File: config.mk
export PLATFORM = sky130hd
export DESIGN_NAME = instr_fetch_stage
export DESIGN_NICKNAME = d
export VERILOG_FILES = /design/src/rtl/dp_pkg.sv /design/src/rtl/ifid_reg.sv /design/src/rtl/instr_fetch_stage.sv
export SDC_FILE = /design/constraint.sdc
export NUM_CORES = 1
export LEC_CHECK = 0
export CORE_MARGIN = 3
export CORE_UTILIZATION = 52
export DETAILED_ROUTE_END_ITERATION = 10
export PLACE_DENSITY = 0.86
export SYNTH_ARGS = -nofsm -noshare
export SYNTH_HDL_FRONTEND = slang
export SYNTH_HIERARCHICAL = 1
export SYNTH_SLANG_ARGS = --single-unit
File: constraint.sdc
create_clock -name clk -period 4.2 [get_ports clk]
set_clock_uncertainty 0.1 [all_clocks]
set_input_delay 0.63 -clock clk [delete_from_list [all_inputs] [get_ports clk]]
set_output_delay 0.63 -clock clk [all_outputs]
set_load 0.005 [all_outputs]
File: src/rtl/dp_pkg.sv
// Shared definitions for the 16-bit pipelined datapath.
// Widths, opcodes and the fetch FSM state encoding.
package dp_pkg;

    localparam int INSTR_W = 16;
    localparam int ADDR_W  = 16;

    localparam logic [INSTR_W-1:0] NOP_INSTR = 16'h0000;

    localparam logic [3:0] OP_ADD = 4'b0010;
    localparam logic [3:0] OP_SUB = 4'b0110;
    localparam logic [3:0] OP_AND = 4'b0000;
    localparam logic [3:0] OP_OR  = 4'b0001;
    localparam logic [3:0] OP_SLT = 4'b0111;
    localparam logic [3:0] OP_LW  = 4'b1000;
    localparam logic [3:0] OP_SW  = 4'b1010;
    localparam logic [3:0] OP_BNE = 4'b1110;

    typedef enum logic [1:0] {
        ST_IDLE  = 2'd0,
        ST_FETCH = 2'd1,
        ST_HALT  = 2'd2
    } fetch_state_e;

endpackage

File: src/rtl/ifid_reg.sv
// Generic stage register: load captures, flush inserts a bubble
// (payload pc kept), otherwise holds.
module ifid_reg #(
    parameter int          IW       = 16,
    parameter int          AW       = 16,
    parameter logic [15:0] NOP_WORD = 16'h0000
) (
    input  logic          clk,
    input  logic          rst_n,
    input  logic          load,
    input  logic          flush,
    input  logic [IW-1:0] instr_in,
    input  logic [AW-1:0] pc_next_in,
    output logic [IW-1:0] instr,
    output logic [AW-1:0] pc_next,
    output logic          valid
);

    logic [IW-1:0] instr_q, instr_d;
    logic [AW-1:0] pc_next_q, pc_next_d;
    logic          valid_q, valid_d;

    always_comb begin
        instr_d   = instr_q;
        pc_next_d = pc_next_q;
        valid_d   = valid_q;
        if (flush) begin
            instr_d = IW'(NOP_WORD);
            valid_d = 1'b0;
        end else if (load) begin
            instr_d   = instr_in;
            pc_next_d = pc_next_in;
            valid_d   = 1'b1;
        end
    end

    always_ff @(posedge clk or negedge rst_n) begin
        if (!rst_n) begin
            instr_q   <= IW'(NOP_WORD);
            pc_next_q <= '0;
            valid_q   <= 1'b0;
        end else begin
            instr_q   <= instr_d;
            pc_next_q <= pc_next_d;
            valid_q   <= valid_d;
        end
    end

    assign instr   = instr_q;
    assign pc_next = pc_next_q;
    assign valid   = valid_q;

endmodule

File: src/rtl/instr_fetch_stage.sv
// IF stage: PC register, fetch FSM (IDLE/FETCH/HALT) and IF/ID capture.
// Branch redirect beats stall; the end of memory parks the stage in HALT.
module instr_fetch_stage #(
    parameter int          MEM_DEPTH = 64,
    parameter logic [15:0] RESET_PC  = 16'h0000,
    parameter logic [15:0] NOP_INSTR = 16'h0000
) (
    input  logic        clk,
    input  logic        rst_n,
    output logic [15:0] pc_addr,
    input  logic [15:0] instr_in,
    input  logic        stall,
    input  logic        branch_taken,
    input  logic [15:0] branch_target,
    output logic [15:0] ifid_instr,
    output logic [15:0] ifid_pc_next,
    output logic        ifid_valid,
    output logic        halted,
    output logic [15:0] fetch_count
);

    import dp_pkg::*;

    localparam logic [ADDR_W-1:0] DEPTH = ADDR_W'(MEM_DEPTH);

    fetch_state_e      state_q, state_d;
    logic [ADDR_W-1:0] pc_q, pc_d, pc_inc;
    logic [15:0]       cnt_q, cnt_d;
    logic              halted_q, halted_d;
    logic              load, flush;

    always_comb begin
        pc_inc  = pc_q + 16'd1;
        state_d = state_q;
        pc_d    = pc_q;
        cnt_d   = cnt_q;
        load    = 1'b0;
        flush   = 1'b0;
        unique case (state_q)
            ST_IDLE: state_d = ST_FETCH;
            ST_FETCH: begin
                if (branch_taken) begin
                    pc_d  = branch_target;
                    flush = 1'b1;
                    if (branch_target >= DEPTH)
                        state_d = ST_HALT;
                end else if (!stall) begin
                    load = 1'b1;
                    pc_d = pc_inc;
                    if (cnt_q != 16'hFFFF)
                        cnt_d = cnt_q + 16'd1;
                    if (pc_inc == DEPTH)
                        state_d = ST_HALT;
                end
            end
            ST_HALT: begin
                flush = 1'b1;
                if (branch_taken && branch_target < DEPTH) begin
                    pc_d    = branch_target;
                    state_d = ST_FETCH;
                end
            end
            default: state_d = ST_IDLE;
        endcase
        halted_d = (state_d == ST_HALT);
    end

    always_ff @(posedge clk or negedge rst_n) begin
        if (!rst_n) begin
            state_q  <= ST_IDLE;
            pc_q     <= RESET_PC;
            cnt_q    <= '0;
            halted_q <= 1'b0;
        end else begin
            state_q  <= state_d;
            pc_q     <= pc_d;
            cnt_q    <= cnt_d;
            halted_q <= halted_d;
        end
    end

    ifid_reg #(
        .IW       (INSTR_W),
        .AW       (ADDR_W),
        .NOP_WORD (NOP_INSTR)
    ) u_ifid (
        .clk        (clk),
        .rst_n      (rst_n),
        .load       (load),
        .flush      (flush),
        .instr_in   (instr_in),
        .pc_next_in (pc_inc),
        .instr      (ifid_instr),
        .pc_next    (ifid_pc_next),
        .valid      (ifid_valid)
    );

    assign pc_addr     = pc_q;
    assign halted      = halted_q;
    assign fetch_count = cnt_q;

endmodule
==> metrics.txt <==
via count=between 2,000 and 3,000; CP startpoint kind=primary input; Hold Vio Cnt, Final=0; Residual DRC=0; DP Cell Count=around 520; clk sink count=68; DIE WIDTH=roughly 90 um; RSZ-0062 raised after global routing=no; Area contributors post-synth=dfrtp_1, mux2i_1, xnor2_1, mux2_4, nor2_1; R2R depth=8; CTS root buf=clkbuf_8; post-CTS setup buffers=0; sequential share of the synthesized area=0.463; vias in the first global route=3,033; Yosys cell types=between 40 and 50; Initial Util=0.538; number of CTS-inserted buffers=9; Synth warnings=6; area growth from synthesis to layout=34.1%; ys async rst share=1.00; outcome=finished, final reports clean; reg2reg end=pc_addr[3]; LEAKAGE=slightly above 2 nW; Syn Area/Cell=roughly 11 um2; actual slew at the worst max-slew pin=~0.97 ns; power per cell area=approximately 650 mW/mm2; CTS Hold Bufs=0; normalized max-slew margin=0.356; RR Startpoint=state_q[0]; Iter 0 DRT Violations=166; Diodes inserted=0; flop2flop setup slack=roughly 1.6 ns; PnR Total Power=3.18 mW; H-tree depth=3; CP endpoint kind=flip-flop; Mapped Cells=~340; Primary FF master, synth=dfrtp_1; fin. max-slew vios=0; Max rail drop VDD=about 0.32 mV; core box area=between 0.006 and 0.007 mm2; setup TNS=0 ns; fill cell count=approximately 510; worst-path fanout max=18; Resized cells post-CTS=0; Crit path arrival time=2.97 ns; First-pass DRT Iterations=4; Routed WL=8870 um; Vias/cell=~5.5; row cnt=30; Finished Layout Cells=between 500 and 600; Final min period=roughly 2.8 ns; grt total ovfl=0; Port-buffer cells=101; first-pass GRT wire length=about 15,000 um; io pins=~100; gr usage total=0.224; hpwl dp=around 6400 um; Worst Path Required=4.33 ns; clk buf depth=2; EDFF count, synth=0; initial antenna violation count=0; Yosys reg bits=roughly 70; mapped cell area=0.00367 mm2; Clk pin slew, worst setup/hold paths=about 0.080 ns; fin crit share=0.675; Synth area leader=dfrtp_1; WS Path Type=in -> reg; total die area=0.00811 mm2; Hold Path Class=in -> async; largest net degree at the start of global routing=43; maxcap violations=0; Final GP Congestion=about 0.9; Die H=~90 um; Final ANT Viol Nets=0; Mapped Nets=roughly 380; post-DR wirelength/cell=between 15 and 20 um; Final setup viols=0; share of cells above drive strength 1=0.126; Clock Latency Late Sink=approximately 0.34 ns; nets=481; CTS tree=yes; most frequent cells in the layout=clkdlybuf4s50_1, dfrtp_1, nor2_1; most common cell after layout, fill and taps aside=clkdlybuf4s50_1; post-synth top area share=0.463; Fmax=~0.35 GHz
## worst max-delay path: stages
cell             delay [ns]
clkdlybuf4s50_1        0.64
o21ai_0                0.33
nor2_1                 0.06
nor2_1                 0.68
buf_4                  0.35
a21oi_1                0.08
o22a_1                 0.19
## routing by layer
| metal | vias up | wire length [um] | track usage | share of wire |
|---|---|---|---|---|
| met1 | 1451 | 3860 | 0.293 | 0.44 |
| met3 | 16 | 431 | 0.0435 | 0.049 |
| met2 | 77 | 4420 | 0.365 | 0.50 |
| met4 | 0 | 154 | 0.0944 | 0.017 |
| met5 | - | 0 | 0 | 0 |
| li1 | 1412 | - | - | - |
## worst max path at each step
stage / from / end / slack, ns / cells past startpoint
3_3_place_gp: branch_taken / pc_addr[3] / 1.17 / 7
5_1_grt: branch_taken / pc_addr[3] / 1.12 / 7
6_report: branch_taken / pc_addr[3] / 1.37 / 7
2_1_floorplan: state_q[1] / u_ifid/pc_next[10] / 2.01 / 8
3_5_place_dp: branch_taken / pc_addr[3] / 1.10 / 7
4_1_cts: branch_taken / pc_addr[3] / 1.43 / 7
## cell type report
type | instances | area, um2 | area share
multi-input combinational | 247 | 1830 | 0.372
timing repair buffer | 107 | 1050 | 0.213
sequential | 68 | 1700 | 0.345
inverter | 6 | 22.5 | 0.00457
tap | 96 | 120 | 0.0244
clock inverter | 7 | 75.1 | 0.0152
clock buffer | 9 | 124 | 0.0251
## through the flow
step	utilization	hold WS [ns]	setup WS (ns)	instance area (um2)
after floorplan	-	0.234	2.01	3670
after global placement	0.692	0.377	1.17	4730
after detailed placement	0.692	0.396	1.10	4730
after CTS	0.721	0.369	1.43	4930
after global routing	0.721	0.413	1.12	4930
final	0.721	0.328	1.37	4930
## report_power, final
group | internal [mW] | switching (mW) | total (mW)
sequential | 0.908 | 0.308 | 1.22
clock | 0.277 | 0.266 | 0.543
combinational | 0.828 | 0.594 | 1.42
## cells in the mapped netlist (all sizes together), types with 8 or more instances
cell and instances:
clkbuf 8, mux2 17, nand4 11, xor2 9, a21oi 9, nor2 36
nand2 24, buf 12, xnor2 20, nor4 9, o21ai 17, nand3 14
dfrtp 68, nor3 8, mux2i 25
## cell families after synthesis
group	Yosys count	synth area share
AOI/OAI and AO/OA	48	0.0851
xor gates and xnor gates	29	0.0732
adders and majority gates	6	0.0204
buffers and inverters	26	0.0395
DFF	68	0.463
muxes	42	0.130
and+or+nand+nor	122	0.188
## flip-flops by register name, summed over array words and instances, names as in the netlist
name            cells
fetch_count        16
pc_addr            16
u_ifid/instr       16
u_ifid/pc_next     16
state_q             2
halted              1
u_ifid/valid        1
Note: power is estimated with default switching activity, not from simulation.
